==> src/rtl/regfile_sb.sv <==
// Register file with two combinational read ports, one write port, and per-register
// scoreboard busy bits for RAW hazard detection. `WRITE_BYPASS_EN enables write-to-read forwarding.
module regfile_sb #(
   parameter int DATA_W   = 32,
   parameter int ADDR_W   = 5,
   parameter int ZERO_REG = 1
) (
   input  logic              clk,
   input  logic              rst_n,
   input  logic [ADDR_W-1:0] read_addr1,
   input  logic [ADDR_W-1:0] read_addr2,
   output logic [DATA_W-1:0] read_data1,
   output logic [DATA_W-1:0] read_data2,
   output logic              read_busy1,
   output logic              read_busy2,
   output logic              stall,
   input  logic              issue_valid,
   input  logic [ADDR_W-1:0] issue_addr,
   input  logic              write_enable,
   input  logic [ADDR_W-1:0] write_addr,
   input  logic [DATA_W-1:0] write_data,
   output logic [ADDR_W:0]   busy_count
);

   localparam int DEPTH = 1 << ADDR_W;

   logic [DATA_W-1:0] regs [DEPTH];
   logic [DEPTH-1:0]  busy;
   logic [DEPTH-1:0]  busy_next;
   logic [ADDR_W:0]   busy_count_next;
   logic              write_ok;
   logic              issue_ok;

   logic [ADDR_W-1:0] ra [2];
   logic [DATA_W-1:0] rd [2];
   logic              rb [2];

   // Register 0, when hardwired, swallows both writes and issues.
   assign write_ok = write_enable && !((ZERO_REG != 0) && (write_addr == '0));
   assign issue_ok = issue_valid  && !((ZERO_REG != 0) && (issue_addr == '0));

   // Clear first, then set: a same-address issue outranks the writeback.
   always_comb begin
      busy_next = busy;
      if (write_ok) busy_next[write_addr] = 1'b0;
      if (issue_ok) busy_next[issue_addr] = 1'b1;
   end

   always_comb begin
      busy_count_next = '0;
      for (int i = 0; i < DEPTH; i++) begin
         busy_count_next = busy_count_next + (ADDR_W+1)'(busy_next[i]);
      end
   end

   always_ff @(posedge clk) begin
      if (!rst_n) begin
         for (int i = 0; i < DEPTH; i++) begin
            regs[i] <= '0;
         end
         busy       <= '0;
         busy_count <= '0;
      end else begin
         if (write_ok) regs[write_addr] <= write_data;
         busy       <= busy_next;
         busy_count <= busy_count_next;
      end
   end

   assign ra[0] = read_addr1;
   assign ra[1] = read_addr2;

   always_comb begin
      for (int p = 0; p < 2; p++) begin
         rd[p] = regs[ra[p]];
         rb[p] = busy[ra[p]];
`ifdef WRITE_BYPASS_EN
         if (write_enable && (ra[p] == write_addr)) begin
            rd[p] = write_data;
            rb[p] = issue_valid && (issue_addr == ra[p]);
         end
`endif
         if ((ZERO_REG != 0) && (ra[p] == '0)) begin
            rd[p] = '0;
            rb[p] = 1'b0;
         end
      end
   end

   assign read_data1 = rd[0];
   assign read_data2 = rd[1];
   assign read_busy1 = rb[0];
   assign read_busy2 = rb[1];

   // Held low while reset is asserted so decode never sees a stale hazard.
   assign stall = rst_n && (rb[0] || rb[1]);

endmodule

==> config.mk <==
export PLATFORM = sky130hd
export DESIGN_NAME = regfile_sb
export DESIGN_NICKNAME = d
export VERILOG_FILES = /design/src/rtl/regfile_sb.sv
export SDC_FILE = /design/constraint.sdc
export NUM_CORES = 2
export LEC_CHECK = 0
export ABC_AREA = 1
export CAP_MARGIN = 15
export CORE_ASPECT_RATIO = 0.5
export CORE_MARGIN = 5
export CORE_UTILIZATION = 30
export DETAILED_ROUTE_END_ITERATION = 16
export SYNTH_ARGS = -nofsm -noshare
export SYNTH_HDL_FRONTEND = slang
export SYNTH_SLANG_ARGS = --single-unit
==> constraint.sdc <==
create_clock -name clk -period 6.1 [get_ports clk]
set_input_delay 0.61 -clock clk [delete_from_list [all_inputs] [get_ports clk]]
set_output_delay 0.61 -clock clk [all_outputs]
set_load 0.01 [all_outputs]
==> results.sh <==
export IMPL_outcome="complete, no violations"
export IMPL_floorplan_die_area_um2=203100
export IMPL_path_common_cell="fa_1"
export IMPL_start_kind="primary input"
export IMPL_clkPwrFrac=0.377
export IMPL_hp_class="primary input to flop"
export IMPL_slew_headroom=0.1359
export IMPL_die_w_um=632.4
export IMPL_holdPathEnd="busy[0]"
export IMPL_boundaryPins=129
export IMPL_max_vdd_ir_drop_mv=0.2189
export IMPL_fp_row_count=114
export IMPL_slowest_stage="clkdlybuf4s50_1"
export IMPL_worstHoldStart="rst_n"
export IMPL_setup_violations=0
export IMPL_syn_inst=6935
export IMPL_dp_hpwl_um=131100
export IMPL_cts_buffers=114
export IMPL_drc_errors=0
export IMPL_start_util=0.3013
export IMPL_synthAdderAreaFrac=0.009776
export IMPL_yosys_register_bits=1062
export IMPL_yosysWarnings=0
export IMPL_syn_avg_cell_area_um2=8.379
export IMPL_wl_per_cell_um=25.93
export IMPL_r2r_start="busy[27]"
export IMPL_drt_iter0_drc=8722
export IMPL_p_int_mw=12.79
export IMPL_end_kind="flop"
export IMPL_max_cap_viol_count=0
export IMPL_cts_tree="built"
export IMPL_die_h_um=321.2
export IMPL_worstPathCellList="clkdlybuf4s50_1 -> inv_2 -> nor3_2 -> inv_1 -> nor2_1 -> nor2_1 -> a21oi_1 -> fa_1 -> fa_1 -> inv_1 -> fa_1 -> inv_1 -> fa_1 -> fa_1 -> fa_1 -> inv_1 -> ha_1 -> inv_1 -> fa_1 -> o21bai_1 -> a21oi_1 -> buf_4 -> a21oi_1"
export IMPL_period_needed_ns=5.692
export IMPL_sw_frac_of_total=0.2837
export IMPL_grt_pass1_vias=50196
export IMPL_path_class="primary input to flop"
export IMPL_instances_no_fill=9499
export IMPL_place_congestion=0.8914
export IMPL_switching_power_mw=5.064
export IMPL_clkSlewWorstSetupHoldPaths_ns=0.06
export IMPL_drv_slew=0
export IMPL_synth_ff_type="edfxtp_1"
export IMPL_fin_crit_sh=0.9330
export IMPL_critPathMaxStageDelay_ns=0.59
export IMPL_detail_route_antenna_nets=0
export IMPL_synth_seq_area_share=0.5423
export IMPL_core_area_um2=192800
export IMPL_drive_above_1_share=0.07884
export IMPL_cts_sinks=1062
export IMPL_total_power_mw=17.85
export IMPL_power_density_nw_per_um2=271.0
export IMPL_cts_root_buf="clkbuf_16"
export IMPL_synth_edf_count=1024
export IMPL_arrival_ns=6.39
export IMPL_synth_cell_types=44
export IMPL_ctsHtreeMaxLevel=3
export IMPL_worstMarginPinSlew_ns=1.292
export IMPL_yosys_area_share_xor_xnor=0
export IMPL_hold_depth=3
export IMPL_report_final_hold_viol_count=0
export IMPL_grt_overflow=0
export IMPL_postCtsSetupBuffers=0
export IMPL_vias=54054
export IMPL_gr_usage_all_layers=0.2320
export IMPL_cts_buffer_depth=3
export IMPL_cellLeakagePower_nw=24.52
export IMPL_synthSimpleGateAreaFrac=0.2405
export IMPL_critPathRequiredTime_ns=6.79
export IMPL_cp_max_fo=5
export IMPL_fin_skew_ns=0.009524
export IMPL_p_comb_frac=0.142
export IMPL_layout_common_cells="nor2_1, edfxtp_1, nand2_1"
export IMPL_grt_pass1_wl_um=349200
export IMPL_synthMuxAreaShare=0.001378
export IMPL_area_growth_pct=13.37
export IMPL_synth_compound_area_share=0.1448
export IMPL_via_per_inst=5.690
export IMPL_grt_max_degree=179
export IMPL_netlist_area_um2=58110
export IMPL_clk_insertion_delay_late_ns=0.76
export IMPL_r2r_cells=19
export IMPL_dpl_cell_count=9283
export IMPL_seqPwrFrac=0.480
export IMPL_antenna_found_initial=2
export IMPL_r2r_end="busy_count[4]"
export IMPL_holdWs_ns=0.3676
export IMPL_rsz0062_at_grt="false"
export IMPL_fmax_mhz=175.7
export IMPL_wl_um=246300
export IMPL_synth_top_family_by_area="simple AND/OR/NAND/NOR gates"
export IMPL_layout_commonest_cell="nor2_1"
export IMPL_postSynth_asyncResetShare=0
export IMPL_r2r_slack_ns=0.92
export IMPL_port_buffers=128
export IMPL_drtPass1Iterations=9
export IMPL_num_nets_final=6886
[per-layer routing]
metal  up-vias  share of wire  track usage
li1      23321              -            -
met1     25812           0.36       0.2963
met2      4077           0.43       0.3577
met3       844           0.13      0.05279
met4         0          0.071       0.1434
met5         -              0            0
[cell usage after synthesis, types with 5 or more instances]
library cell	number	area, µm²
or2_2	32	200.2
buf_4	18	135.1
buf_2	171	855.8
ha_1	7	87.58
a31oi_1	21	131.4
a21oi_1	260	1301
nor3_2	5	50.05
o2111ai_1	8	70.07
o31ai_1	55	412.9
nor2_2	34	212.7
edfxtp_1	1024	30750
nand3_1	361	1807
clkbuf_1	395	1483
fa_1	24	480.5
inv_2	12	45.04
dfxtp_1	38	760.7
buf_1	38	142.6
nor2_1	2061	7736
nor3_1	28	140.1
inv_1	184	690.7
o22ai_1	89	556.8
o21ai_0	792	3964
mux2i_1	8	80.08
nand2_1	1001	3757
o211ai_1	111	833.3
o221ai_1	113	989.7
buf_6	14	157.7
[layout make-up]
cell class                      instances  area (µm²)
Timing Repair Buffer                  356        3442
Fill cell                           19663      127000
Tap cell                             2610        3266
Multi-Input combinational cell       5069       23390
Clock inverter                         60       485.5
Sequential cell                      1062       31510
Clock buffer                          144        3008
Inverter                              196       773.2
Antenna cell                            2       5.005
[sequential cells by signal, indices dropped and copies added (netlist names)]
signal	cells
busy_count	6
regs	1024
busy	32
[logic make-up after synthesis]
logic type,Yosys count
AND/OR/NAND/NOR,3530
adder cells (fa/ha/maj),31
other,1
AO/OA/AOI/OAI,1468
multiplexers,8
buffers and inverters,835
flip-flops,1062
[timing repair]
item                                    4_1_cts  5_1_grt
endpoints found under the setup margin        0        1
gates resized for setup                       0        3
hold buffers                                  0        0
[worst max-delay path by stage]
stage	startpoint	to	slack, ns
after floorplan	write_enable	busy_count[4]	0.41
after global placement	write_addr[0]	busy_count[4]	-0.46
after detailed placement	write_addr[0]	busy_count[4]	-0.42
after CTS	write_addr[0]	busy_count[4]	0.32
after global routing	write_addr[0]	busy_count[4]	0.03
final	write_addr[2]	busy_count[4]	0.41
[critical path: cells and delay by family]
family                   cells  cell delay [ns]
AO/OA/AOI/OAI                4             0.55
buffers and inverters        8             1.15
adder cells (fa/ha/maj)      8             3.63
AND/OR/NAND/NOR              3             0.43
[power by group through the flow]
stage	Clock (mW)	Sequential [mW]	Combinational, mW
2_1_floorplan	0	8.67	1.41
3_3_place_gp	0	8.71	2.42
3_5_place_dp	0	8.72	2.44
4_1_cts	6.73	8.57	2.45
5_1_grt	7.04	8.61	2.68
6_report	6.73	8.58	2.54
[through the flow]
step / setup WS (ns) / util / cell area [µm²] / TNS [ns]
3_5_place_dp: -0.4204 / 0.3223 / 62160 / -1.128
4_1_cts: 0.3166 / 0.3404 / 65650 / 0
5_1_grt: 0.03357 / 0.3416 / 65870 / 0
2_1_floorplan: 0.4101 / - / 58220 / 0
3_3_place_gp: -0.4636 / 0.3221 / 62120 / -1.281
6_report: 0.4085 / 0.3416 / 65880 / 0
Note: power is estimated with default switching activity, not from simulation.
